===== src/rtl/id_issue_queue_pkg.sv =====
// ============================================================================
// Module : id_issue_queue_pkg
// Brief  : Shared widths for the IF/ID issue-queue slice.
// Rev    : 1.0  initial release
// ============================================================================
`default_nettype none

package id_issue_queue_pkg;

    localparam int XLEN       = 64;
    localparam int FETCH_W    = 64;
    localparam int INST_W     = 32;
    localparam int REG_ADDR_W = 5;

    // One queue entry is {pc, fetch word, upper vector bits}.
    function automatic int qe_width(input int xlen, input int fetch_w);
        return xlen + fetch_w + INST_W;
    endfunction

endpackage

`default_nettype wire


===== src/rtl/id_haz_scoreboard.sv =====
// ============================================================================
// Module : id_haz_scoreboard
// Brief  : Tracks in-flight long-latency writers and flags a RAW hazard on the head.
// Rev    : 1.0  initial release
// ============================================================================
`default_nettype none

module id_haz_scoreboard #(
    parameter int HAZ_DEPTH = 1
) (
    input  logic                                      clk,
    input  logic                                      rst_n,
    input  logic                                      i_flush,
    input  logic                                      i_d_ready,
    input  logic                                      i_d_valid,
    input  logic                                      i_issue,
    input  logic [id_issue_queue_pkg::REG_ADDR_W-1:0] i_rs1,
    input  logic [id_issue_queue_pkg::REG_ADDR_W-1:0] i_rs2,
    input  logic                                      i_rs1_en,
    input  logic                                      i_rs2_en,
    input  logic                                      i_rf_we,
    input  logic [id_issue_queue_pkg::REG_ADDR_W-1:0] i_rf_waddr,
    input  logic                                      i_long,
    output logic                                      o_stallreq
);
    import id_issue_queue_pkg::*;

    logic [HAZ_DEPTH-1:0]                 r_v;
    logic [HAZ_DEPTH-1:0][REG_ADDR_W-1:0] r_waddr;
    logic                                 w_new_v;
    logic                                 w_hit;

    assign w_new_v = i_issue & i_rf_we & i_long & (i_rf_waddr != '0);

    // Slots only move when EX advances; an idle EX cycle shifts in a bubble.
    always_ff @(posedge clk) begin
        if (!rst_n || i_flush) begin
            r_v     <= '0;
            r_waddr <= '0;
        end else if (i_d_ready) begin
            r_v[0]     <= w_new_v;
            r_waddr[0] <= i_rf_waddr;
            for (int i = HAZ_DEPTH - 1; i > 0; i--) begin
                r_v[i]     <= r_v[i-1];
                r_waddr[i] <= r_waddr[i-1];
            end
        end
    end

    always_comb begin
        w_hit = 1'b0;
        for (int i = 0; i < HAZ_DEPTH; i++) begin
            if (r_v[i] &&
                ((i_rs1_en && (i_rs1 == r_waddr[i]) && (i_rs1 != '0)) ||
                 (i_rs2_en && (i_rs2 == r_waddr[i]) && (i_rs2 != '0))))
                w_hit = 1'b1;
        end
    end

    assign o_stallreq = i_d_valid & w_hit;

endmodule

`default_nettype wire


===== src/rtl/id_issue_queue.sv =====
// ============================================================================
// Module : id_issue_queue
// Brief  : Fetch-to-decode instruction queue with long-latency hazard stall.
// Rev    : 1.0  initial release
// ============================================================================
`default_nettype none

module id_issue_queue #(
    parameter int XLEN      = id_issue_queue_pkg::XLEN,
    parameter int FETCH_W   = id_issue_queue_pkg::FETCH_W,
    parameter int DEPTH     = 4,
    parameter int HAZ_DEPTH = 1
) (
    input  logic                                      clk,
    input  logic                                      rst_n,
    input  logic                                      flush,
    input  logic                                      f_valid,
    output logic                                      f_ready,
    input  logic [XLEN-1:0]                           f_pc,
    input  logic [FETCH_W-1:0]                        f_data,
    input  logic [31:0]                               f_csr_vec_h,
    output logic                                      d_valid,
    input  logic                                      d_ready,
    output logic [XLEN-1:0]                           d_pc,
    output logic [31:0]                               d_inst,
    output logic [31:0]                               d_csr_vec_h,
    input  logic [id_issue_queue_pkg::REG_ADDR_W-1:0] dec_rs1,
    input  logic [id_issue_queue_pkg::REG_ADDR_W-1:0] dec_rs2,
    input  logic                                      dec_rs1_en,
    input  logic                                      dec_rs2_en,
    input  logic                                      dec_rf_we,
    input  logic [id_issue_queue_pkg::REG_ADDR_W-1:0] dec_rf_waddr,
    input  logic                                      dec_long,
    output logic                                      stallreq_id,
    output logic                                      issue,
    output logic [$clog2(DEPTH):0]                    q_count
);
    import id_issue_queue_pkg::*;

    localparam int AW   = $clog2(DEPTH);
    localparam int QE_W = qe_width(XLEN, FETCH_W);

    logic [QE_W-1:0]    r_mem [DEPTH];
    logic [AW:0]        r_wr;
    logic [AW:0]        r_rd;

    logic               w_full;
    logic               w_empty;
    logic               w_push;
    logic               w_pop;
    logic [QE_W-1:0]    w_head;
    logic [XLEN-1:0]    w_head_pc;
    logic [FETCH_W-1:0] w_head_data;
    logic [31:0]        w_head_vec;
    logic [INST_W-1:0]  w_inst;

    assign w_full  = (r_wr[AW] != r_rd[AW]) && (r_wr[AW-1:0] == r_rd[AW-1:0]);
    assign w_empty = (r_wr == r_rd);
    assign w_push  = f_valid & f_ready & ~flush;
    assign w_pop   = issue;

    always_ff @(posedge clk) begin
        if (!rst_n || flush) begin
            r_wr <= '0;
            r_rd <= '0;
        end else begin
            if (w_push) r_wr <= r_wr + (AW+1)'(1);
            if (w_pop)  r_rd <= r_rd + (AW+1)'(1);
        end
    end

    always_ff @(posedge clk) begin
        if (w_push)
            r_mem[r_wr[AW-1:0]] <= {f_pc, f_data, f_csr_vec_h};
    end

    assign w_head      = r_mem[r_rd[AW-1:0]];
    assign w_head_pc   = w_head[QE_W-1 -: XLEN];
    assign w_head_data = w_head[INST_W +: FETCH_W];
    assign w_head_vec  = w_head[INST_W-1:0];

    generate
        if (FETCH_W == INST_W) begin : g_single_word
            assign w_inst = w_head_data[INST_W-1:0];
        end else begin : g_word_select
            localparam int WI = $clog2(FETCH_W / INST_W);
            logic [WI-1:0] w_idx;
            assign w_idx  = w_head_pc[WI+1:2];
            assign w_inst = w_head_data[w_idx*INST_W +: INST_W];
        end
    endgenerate

    // Outputs are zeroed while empty so the decoder sees a clean bubble.
    assign f_ready     = ~w_full;
    assign d_valid     = ~w_empty;
    assign d_pc        = d_valid ? w_head_pc  : '0;
    assign d_inst      = d_valid ? w_inst     : '0;
    assign d_csr_vec_h = d_valid ? w_head_vec : '0;
    assign issue       = d_valid & d_ready & ~stallreq_id;
    assign q_count     = r_wr - r_rd;

    id_haz_scoreboard #(
        .HAZ_DEPTH (HAZ_DEPTH)
    ) u_haz (
        .clk        (clk),
        .rst_n      (rst_n),
        .i_flush    (flush),
        .i_d_ready  (d_ready),
        .i_d_valid  (d_valid),
        .i_issue    (issue),
        .i_rs1      (dec_rs1),
        .i_rs2      (dec_rs2),
        .i_rs1_en   (dec_rs1_en),
        .i_rs2_en   (dec_rs2_en),
        .i_rf_we    (dec_rf_we),
        .i_rf_waddr (dec_rf_waddr),
        .i_long     (dec_long),
        .o_stallreq (stallreq_id)
    );

endmodule

`default_nettype wire


===== config.mk =====
export PLATFORM = sky130hd
export DESIGN_NAME = id_issue_queue
export DESIGN_NICKNAME = d
export VERILOG_FILES = /design/src/rtl/id_issue_queue_pkg.sv /design/src/rtl/id_haz_scoreboard.sv /design/src/rtl/id_issue_queue.sv
export SDC_FILE = /design/constraint.sdc
export NUM_CORES = 1
export LEC_CHECK = 0
export BUFFER_PORTS_ARGS = -buffer_cell sky130_fd_sc_hd__buf_2
export CORE_AREA = 2 2 218 220
export CTS_CLUSTER_DIAMETER = 150
export CTS_CLUSTER_SIZE = 10
export DETAILED_ROUTE_END_ITERATION = 7
export DIE_AREA = 0 0 220 222
export GPL_ROUTABILITY_DRIVEN = 0
export PLACE_DENSITY = 0.76
export SLEW_MARGIN = 20
export SYNTH_ARGS = -nofsm -noshare
export SYNTH_HDL_FRONTEND = slang
export SYNTH_SLANG_ARGS = --single-unit

===== constraint.sdc =====
create_clock -name clk -period 6.7 [get_ports clk]
set_input_delay 0.67 -clock clk [delete_from_list [all_inputs] [get_ports clk]]
set_output_delay 0.67 -clock clk [all_outputs]
set_load 0.05 [all_outputs]

## Word level (Yosys, flattened, before mapping)

Memory sizes are Yosys's and may differ from the RTL's. A register that Yosys moved wholly into a read port is not among the register bits.
Index checks and enable logic that the tools add are counted.

- Register bits: 12
- Bits in writable memories: 640
- Output and inout port bits: 135
- Memories: 1
- Word-level logic and storage cells: 46

Memories:

| name | depth | bits a word | rd ports | clocked after Yosys merged registers in | wr ports | RTL line | source |
|---|---|---|---|---|---|---|---|
| r_mem | 4 | 160 | 1 | 1 | 1 | id_issue_queue.sv:43 | `logic [QE_W-1:0] r_mem [DEPTH];` |

- Shift operators: 1
- Mux-type cells: 8
- Equal/unequal tests: 5
- $add $sub $neg: 3
- Bitwise logic cells: 12
- Reduce and logical (&&, ||, !) cells: 12

Operators by type and width:

| operator | count |
|---|---|
| two-way mux 32 bit | 2 |
| two-way mux 64 bit | 1 |
| indexed part select 64 x 7 -> 32 bit | 1 |
| nonzero test 5 bit | 3 |
| == test 5 bit | 2 |
| bitwise AND 1 bit | 8 |
| adder 3 x 1 -> 3 bit, second input constant | 2 |
| logical AND 1 bit | 6 |
| two-way mux 2 bit | 2 |
| NOT 1 bit | 4 |
| == test 3 bit | 1 |
| two-way mux 1 bit | 3 |
| subtractor 3 bit | 1 |
| == test 2 bit | 1 |
| logical OR 1 bit | 2 |
| zero test 1 bit | 1 |
| inequality test 1 bit | 1 |

## Logic depth before layout (Yosys ltp)

Gate-level depths: netlist of run 1.

- Depth after elaboration: 12
- Depth in mapped cells: 9

## Hierarchy

From an unflattened synthesis of run 1, not the netlist that was laid out.

- Cell total of the unflattened synthesis: 1110
- Area total of the unflattened synthesis: 25036.5 um^2

By module, submodules not included:

| module | area an instance (um^2) | times used | cells each |
|---|---|---|---|
| id_issue_queue | 24664.9 | 1 | 1066 |
| id_haz_scoreboard | 371.6 | 1 | 44 |

## Least setup slack after synthesis of run 1

Ideal clock, no wire load.

- Kind: reg2reg
- Start: register r_wr[0]
- End: memory r_mem[3][0] (netlist name) (enable)
- Library setup time: 541 ps
- Arrival time: 4856 ps
- Path slack: 1303 ps
- Cell stages (with the launch flop): 5
- Period minus slack after synthesis: 5397 ps
- Required time: 6159 ps
- Buffers on the path: 0
- Cells stage by stage: dfxtp_1 -> inv_1 -> ha_1 -> a311oi_1 -> and2_1

- Cells in the longest elaborated chain, start to end: 7

RTL lines:

| element | RTL line | source |
|---|---|---|
| from (decl) | id_issue_queue.sv:44 | `logic [AW:0] r_wr;` |
| from (signal assigned) | id_issue_queue.sv:67 | `if (w_push) r_wr <= r_wr + (AW+1)'(1);` |
| == test 2 bit | id_issue_queue.sv:57 | `assign w_full = (r_wr[AW] != r_rd[AW]) && (r_wr[AW-1:0] == r_rd[AW-1:0]);` |
| logical AND 1 bit | id_issue_queue.sv:57 |  |
| NOT 1 bit | id_issue_queue.sv:94 | `assign f_ready = ~w_full;` |
| bitwise AND 1 bit (2 in series) | id_issue_queue.sv:59 | `assign w_push = f_valid & f_ready & ~flush;` |
| two-way mux 1 bit | id_issue_queue.sv:73 | `if (w_push)` |
| two-way mux 1 bit (implied by the code) | id_issue_queue.sv:74 | `r_mem[r_wr[AW-1:0]] <= {f_pc, f_data, f_csr_vec_h};` |
| to (decl) | id_issue_queue.sv:43 |  |

Parallel ways exist; a longest one is shown, timed or not.

## Worst setup path after layout of run 1

- Start: register r_wr[0]
- End: output port d_pc[25]

- Cells in the longest elaborated chain, start to end: 2

RTL lines:

| element | RTL line | source |
|---|---|---|
| == test 3 bit | id_issue_queue.sv:58 | `assign w_empty = (r_wr == r_rd);` |
| two-way mux 64 bit | id_issue_queue.sv:96 | `assign d_pc = d_valid ? w_head_pc : '0;` |
| to (decl) | id_issue_queue.sv:24 | `output logic [XLEN-1:0] d_pc,` |

No other way between the ends.

==> results of run 1 <==
[registers in the layout, indices dropped and copies added, names as in the netlist, named ones only]
signal / count
u_haz.r_waddr: 5
u_haz.r_v: 1
r_rd: 3
r_mem: 640
r_wr: 3
[critical path: stages, from the launching register on]
cell and delay [ns]:
sky130_fd_sc_hd__dfxtp_1 0.35, sky130_fd_sc_hd__inv_1 0.11, sky130_fd_sc_hd__ha_1 0.36, sky130_fd_sc_hd__nand2_1 0.13, sky130_fd_sc_hd__nor2_4 0.03, sky130_fd_sc_hd__buf_4 0.29
sky130_fd_sc_hd__inv_2 0.60, sky130_fd_sc_hd__buf_4 0.55, sky130_fd_sc_hd__and2_1 0.23, sky130_fd_sc_hd__buf_2 0.28
[where the power goes]
part	leakage, nW	switching (mW)	internal, mW
clock network	0.984	1.43	2.03
logic	3.56	0.350	0.162
registers	5.93	0.0209	4.57
[layout by cell type, fill, tap and decap left out, types with 2 or more instances in the layout]
cell type and count:
sky130_fd_sc_hd__and2_1 97, sky130_fd_sc_hd__edfxtp_1 640, sky130_fd_sc_hd__clkbuf_16 76, sky130_fd_sc_hd__and3_1 3
sky130_fd_sc_hd__ha_1 7, sky130_fd_sc_hd__nor2_1 42, sky130_fd_sc_hd__buf_4 12, sky130_fd_sc_hd__and2_4 5
sky130_fd_sc_hd__nor3_1 2, sky130_fd_sc_hd__dfxtp_1 12, sky130_fd_sc_hd__dfxtp_4 2, sky130_fd_sc_hd__a21oi_1 2
sky130_fd_sc_hd__nand4_1 2, sky130_fd_sc_hd__buf_2 318, sky130_fd_sc_hd__xnor2_1 4, sky130_fd_sc_hd__nor4_1 2
sky130_fd_sc_hd__nand2_1 9, sky130_fd_sc_hd__buf_12 4, sky130_fd_sc_hd__o21ai_1 2, sky130_fd_sc_hd__nand3_1 2
sky130_fd_sc_hd__mux4_2 128, sky130_fd_sc_hd__xor2_1 7, sky130_fd_sc_hd__mux2i_1 134, sky130_fd_sc_hd__clkbuf_1 11
sky130_fd_sc_hd__inv_1 7, sky130_fd_sc_hd__inv_6 3, sky130_fd_sc_hd__diode_2 10
[synthesized netlist by cell type (2+ instances only)]
master and n:
sky130_fd_sc_hd__edfxtp_1 640, sky130_fd_sc_hd__mux2i_1 134, sky130_fd_sc_hd__mux4_2 128, sky130_fd_sc_hd__and2_1 101, sky130_fd_sc_hd__nor2_1 42, sky130_fd_sc_hd__clkbuf_1 27
sky130_fd_sc_hd__buf_2 18, sky130_fd_sc_hd__dfxtp_1 14, sky130_fd_sc_hd__buf_4 12, sky130_fd_sc_hd__nand2_1 9, sky130_fd_sc_hd__ha_1 7, sky130_fd_sc_hd__inv_1 7
sky130_fd_sc_hd__xor2_1 7, sky130_fd_sc_hd__xnor2_1 4, sky130_fd_sc_hd__and3_1 3, sky130_fd_sc_hd__a21oi_1 2, sky130_fd_sc_hd__buf_1 2, sky130_fd_sc_hd__nand3_1 2
sky130_fd_sc_hd__nand4_1 2, sky130_fd_sc_hd__nor3_1 2, sky130_fd_sc_hd__nor4_1 2, sky130_fd_sc_hd__o21ai_1 2
[cell families (layout without fill, tap and decap cells)]
group / count (synthesis) / after routing / share of synthesized area, %
DFF: 654 / 654 / 77.1
muxes: 262 / 262 / 16.7
and+or+nand+nor: 169 / 169 / 3.70
buffers and inverters: 68 / 435 / 1.31
AOI/OAI and AO/OA: 12 / 12 / 0.327
xor gates and xnor gates: 12 / 12 / 0.445
adders and majority gates: 8 / 8 / 0.425
other: 0 / 10 / 0
[per-layer routing]
metal	wire length, um	up-vias	track usage [%]
met1	20300	6355	27.7
met3	3100	93	5.20
li1	-	5456	-
met4	1120	10	6.78
met5	64	-	0
met2	25800	389	34.6
[metrics by stage]
stage	area, um2	power, mW
2_1_floorplan	25300	5.00
3_3_place_gp	27500	5.17
3_5_place_dp	27500	5.19
4_1_cts	29500	8.65
5_1_grt	29600	8.84
6_report	29600	8.57
[layout make-up]
type	instances	area share (%)
diodes	10	0.0846
multi-input cells	463	18.5
clock buffers	87	6.57
inverters	8	0.102
repair buffers	334	5.96
clock inverters	6	0.241
well taps	607	2.57
flip-flops and latches	654	66.0
[worst min path at each step]
| stage | from | to | slack, ns | cells after the start |
|---|---|---|---|---|
| finish | f_pc[24] | r_mem[1][120] | 0.29 | 1 |
| global route | f_pc[35] | r_mem[2][131] | 0.26 | 1 |
| CTS | f_pc[35] | r_mem[3][131] | 0.26 | 1 |
| detailed placement | r_wr[1] | r_wr[1] | 0.52 | 2 |
| global placement | u_haz.r_v | u_haz.r_v | 0.50 | 2 |
| floorplan | u_haz.r_v | u_haz.r_v | 0.46 | 2 |
==> results.json, run 1 <==
{
  "grt_pass1_wl_um": 76700,
  "number_of_vias_per_cell": 5.67,
  "synth.net_count": 1377,
  "first_pass_iters": 5,
  "worst_ep_required_time_ns": 6.03,
  "data_arrival_time_of_the_critical_path_ns": 3.57,
  "seqCellArea_um2": 19500,
  "num-nets-final": 1728,
  "timing.max_slew.rel_slack_pct": 18.3,
  "timing.final.max_slew_violations": 0,
  "syn_area_um2": 25300,
  "syn-instance-count": 1185,
  "fp.coreArea_um2": 46300,
  "layout_utilization_pct": 63.9,
  "hold_buffers": 0,
  "drtAntennaViolNets": 0,
  "synthArstFlopShare_pct": 0,
  "fp.dieArea_um2": 48800,
  "syn_area_per_cell_um2": 21.3,
  "depth_of_the_worst_register_to_register_path": 5,
  "die_x_um": 220,
  "whs_ns": 0.292,
  "vdd.ir_drop.worst_mv": 0.280,
  "critical_path.startpoint_type": "flop",
  "num_vias": 12303,
  "overflow": 0,
  "final_cells": 2169,
  "min_period_ns": 4.24,
  "static-leakage-power_nw": 10.5,
  "synth.top_cells.by_area": "sky130_fd_sc_hd__edfxtp_1 76%, sky130_fd_sc_hd__mux4_2 11%, sky130_fd_sc_hd__mux2i_1 5.3%",
  "fp.dieH_um": 222,
  "drtIter0Drc": 870,
  "clk-insertion-delay-late_ns": 0.59,
  "fp_rows": 79,
  "finClkSkew_ns": 0.0141,
  "timing.reg2reg.setup_slack_ns": 3.30,
  "initial_utilization_pct": 54.7,
  "synth.lib_cells_used.distinct": 40,
  "io_pins": 319,
  "cts_root_buffer": "sky130_fd_sc_hd__clkbuf_16",
  "multiInputGateArea_um2": 5470,
  "tritoncts": "built",
  "run_status": "completed",
  "drt_wl_total_um": 50400,
  "post-cts-setup-buffer-count": 0,
  "detail_route.drc_violations": 0,
  "dp_hpwl_um": 29600,
  "yosysSeqAreaShare_pct": 77.1,
  "synth_enable_flop_cells": 640,
  "endpoint_kind": "primary output",
  "final.setup.worst_slack_ns": 2.46,
  "critPathMaxFanout": 53,
  "synth_largest_area_cell": "sky130_fd_sc_hd__edfxtp_1",
  "critPathCapture": "d_pc[25]",
  "power-per-cell-area_nw_per_um2": 290,
  "post_route_cells_drive_above_1_share_pct": 35.8,
  "placement.io_buffers": 318,
  "rsz0062_at_grt": "no",
  "htree_levels": 3,
  "timing_worst_slew_pin_value_ns": 1.23,
  "via_count_of_the_first_global_routing_pass": 13188,
  "grt_max_degree": 161,
  "worst_reg2reg_path_endpoint": "r_mem[3][101]",
  "grtUsageTotal_pct": 21.0,
  "max-clock-path-buffers": 3,
  "fillerInstances": 3112,
  "setup-violations-final": 0,
  "pre_cts_slack_ns": 3.06,
  "crit_path_kind": "flop to primary output",
  "worst_hold_path_type": "input pin to flop",
  "cts_resized": 0,
  "route.detailed.wl_per_inst_um": 23.2,
  "maxCapViolations": 0,
  "r2r_path_start": "r_wr[0]",
  "summed_negative_setup_slack_over_all_endpoints_ns": 0,
  "dp.cells": 2066,
  "upper_clock_frequency_limit_mhz": 236,
  "synth-main-ff-cell": "sky130_fd_sc_hd__edfxtp_1",
  "worst_setup_path_startpoint": "r_wr[0]",
  "cts_inserted_buffers": 75,
  "yosysTopAreaCellShare_pct": 76.0,
  "syn_to_final_growth_pct": 16.9,
  "layout_worst_path_cycle_share_pct": 63.3,
  "clkTransAtPathRegs_ns": 0.05,
  "synth.yosys.warnings": 0,
  "final_hold_viol_count": 0,
  "clock_sinks": 654,
  "antenna_found_initial": 14,
  "yosys_register_bits": 654
}
No activity file was read; power rests on OpenSTA's default activity.
==> run 2: changes to the inputs <==
clock period = 4 ns   (was 6.7 ns; I/O delays follow)
==> run 2 against run 1 <==
  * Setup slack worse by 1.8 ns
  * Global-route usage is 1.2 points higher
  * Hold slack worse by 0.26 ns
  * Sequential cell count stayed put
  * Critical endpoint is now issue
  * Sequential power is 67% higher
==> results.json, run 2 (same netlist as run 1, synthesis figures left out) <==
{
  "antenna_found_initial": 9,
  "timing.reg2reg.setup_slack_ns": 1.16,
  "tritoncts": "built",
  "cts_inserted_buffers": 75,
  "critical_path.max_stage_delay_ns": 0.55,
  "r2r_path_start": "r_wr[0]",
  "endpoint_kind": "primary output",
  "path_depth": 8,
  "crit_path_kind": "flop to primary output",
  "clock_power_share_pct": 40.1,
  "drt_wl_total_um": 53000,
  "fp.coreArea_um2": 46300,
  "dp.cells": 2087,
  "worst_ep_required_time_ns": 3.60,
  "rsz0062_at_grt": "no",
  "critPathCapture": "issue",
  "finClkSkew_ns": 0.0225,
  "drtIter0Drc": 1184,
  "cell_chain_of_the_critical_path": "inv_1 > ha_1 > nand2_1 > nor2_4 > inv_2 > and2_4 > and3_1 > buf_2",
  "max-clock-path-buffers": 3,
  "data_arrival_time_of_the_critical_path_ns": 2.95,
  "worst_reg2reg_path_endpoint": "r_mem[0][68]",
  "fp_rows": 79,
  "number_of_vias_per_cell": 5.72,
  "run_status": "completed",
  "layout_worst_path_cycle_share_pct": 83.8,
  "critical_path.startpoint_type": "flop",
  "maxCapViolations": 0,
  "syn_to_final_growth_pct": 19.7,
  "final_common_cell": "sky130_fd_sc_hd__edfxtp_1",
  "overflow": 0,
  "grtUsageTotal_pct": 22.2,
  "drtAntennaViolNets": 0,
  "num_vias": 12763,
  "power-per-cell-area_nw_per_um2": 474,
  "upper_clock_frequency_limit_mhz": 298,
  "io_pins": 319,
  "summed_negative_setup_slack_over_all_endpoints_ns": 0,
  "first_pass_iters": 4,
  "fp.dieArea_um2": 48800,
  "cpMaxStageDelayCell": "sky130_fd_sc_hd__inv_2",
  "critPathMaxFanout": 37,
  "post-cts-setup-buffer-count": 0,
  "final_hold_viol_count": 0,
  "clock_sinks": 654,
  "cp_top_family": "buffers and inverters",
  "placement.io_buffers": 318,
  "num-nets-final": 1796,
  "static-leakage-power_nw": 10.8,
  "setup-violations-final": 0,
  "depth_of_the_worst_register_to_register_path": 5,
  "clk-insertion-delay-late_ns": 0.59,
  "final_cells": 2232,
  "post_route_cells_drive_above_1_share_pct": 35.4,
  "power_report.internal_total_mw": 11.4,
  "post-layout-total-power_mw": 14.4,
  "critPathBufInv": 3,
  "via_count_of_the_first_global_routing_pass": 13283,
  "worst_hold_path_type": "input pin to flop",
  "timing.max_slew.rel_slack_pct": 48.3,
  "finalInstanceArea_um2": 30300,
  "detailed_place.area_um2": 27800,
  "timing.final.max_slew_violations": 0,
  "detail_route.drc_violations": 0,
  "switching_share_pct": 21.0,
  "worst_setup_path_startpoint": "r_wr[0]",
  "initial_utilization_pct": 54.7,
  "clkTransAtPathRegs_ns": 0.05,
  "seq_power_share_pct": 53.5,
  "hold_buffers": 47,
  "grt_pass1_wl_um": 80100,
  "layout.cells.most_common_list": "640 x sky130_fd_sc_hd__edfxtp_1, 318 x sky130_fd_sc_hd__buf_2, 134 x sky130_fd_sc_hd__mux2i_1",
  "htree_levels": 3,
  "comb_power_share_pct": 6.4,
  "timing_worst_slew_pin_value_ns": 0.776,
  "route.detailed.wl_per_inst_um": 23.8,
  "dp_hpwl_um": 32100,
  "switching_power_mw": 3.01,
  "die_x_um": 220,
  "cts_resized": 0,
  "min_period_ns": 3.35,
  "grt_max_degree": 60,
  "largest_register_ff_count": 640,
  "vdd.ir_drop.worst_mv": 0.444,
  "cts_root_buffer": "sky130_fd_sc_hd__clkbuf_16",
  "fp.dieH_um": 222,
  "layout_utilization_pct": 65.4
}
run 2: cell count changes in the layout (fill, tap and decap cells not counted), sizes merged:
cell,before,now
clkbuf,87,89
buf,334,355
dlygate4sd3,0,47
diode,10,6
inv,12,9
run 2: power groups by stage:
stage	combinational, mW	sequential [mW]	clock [mW]
CTS	0.930	7.68	5.88
finish	0.924	7.68	5.76
global placement	0.871	7.81	0
floorplan	0.547	7.82	0
detailed placement	0.887	7.82	0
global route	0.982	7.68	6.17
run 2: area by class of cell:
class / count / area (um2)
Inverter: 8 / 30.0
Fill cell: 3048 / 16000
Tap cell: 607 / 759
Antenna cell: 6 / 15.0
Clock inverter: 3 / 33.8
Timing Repair Buffer: 402 / 2500
Clock buffer: 89 / 1950
Sequential cell: 654 / 19500
Multi-Input combinational cell: 463 / 5470
run 2: metal layers:
layer  wire length [um]  global-route usage (%)
met1              20900                    29.6
met3               4310                    5.84
met5                 33                       0
met4               1230                    7.47
met2              26600                    35.8
run 2: worst min path at each step:
stage	from	endpoint	slack [ns]	cells past startpoint
after floorplan	u_haz.r_v	u_haz.r_v	0.46	2
after global placement	r_rd[0]	flop	0.50	2
after detailed placement	r_rd[0]	flop	0.51	2
after CTS	f_csr_vec_h[4]	r_mem[3][4]	0.00005	1
after global routing	f_pc[57]	r_mem[1][153]	0.006	1
final	f_pc[50]	r_mem[2][146]	0.03	1
run 2: worst register-to-register path, delay by kind of cell (launching register included):
family	cells	cell delay [ns]
buffers and inverters	2	0.59
DFF	1	0.36
and+or+nand+nor	1	0.62
AOI/OAI and AO/OA	1	0.59
adders and majority gates	1	0.36
run 2: stage by stage:
step	setup slack (ns)	hold slack [ns]
after floorplan	0.392	0.456
after global placement	1.24	0.504
after detailed placement	1.16	0.511
after CTS	0.544	0.0000546
after global routing	0.420	0.00627
final	0.648	0.0312
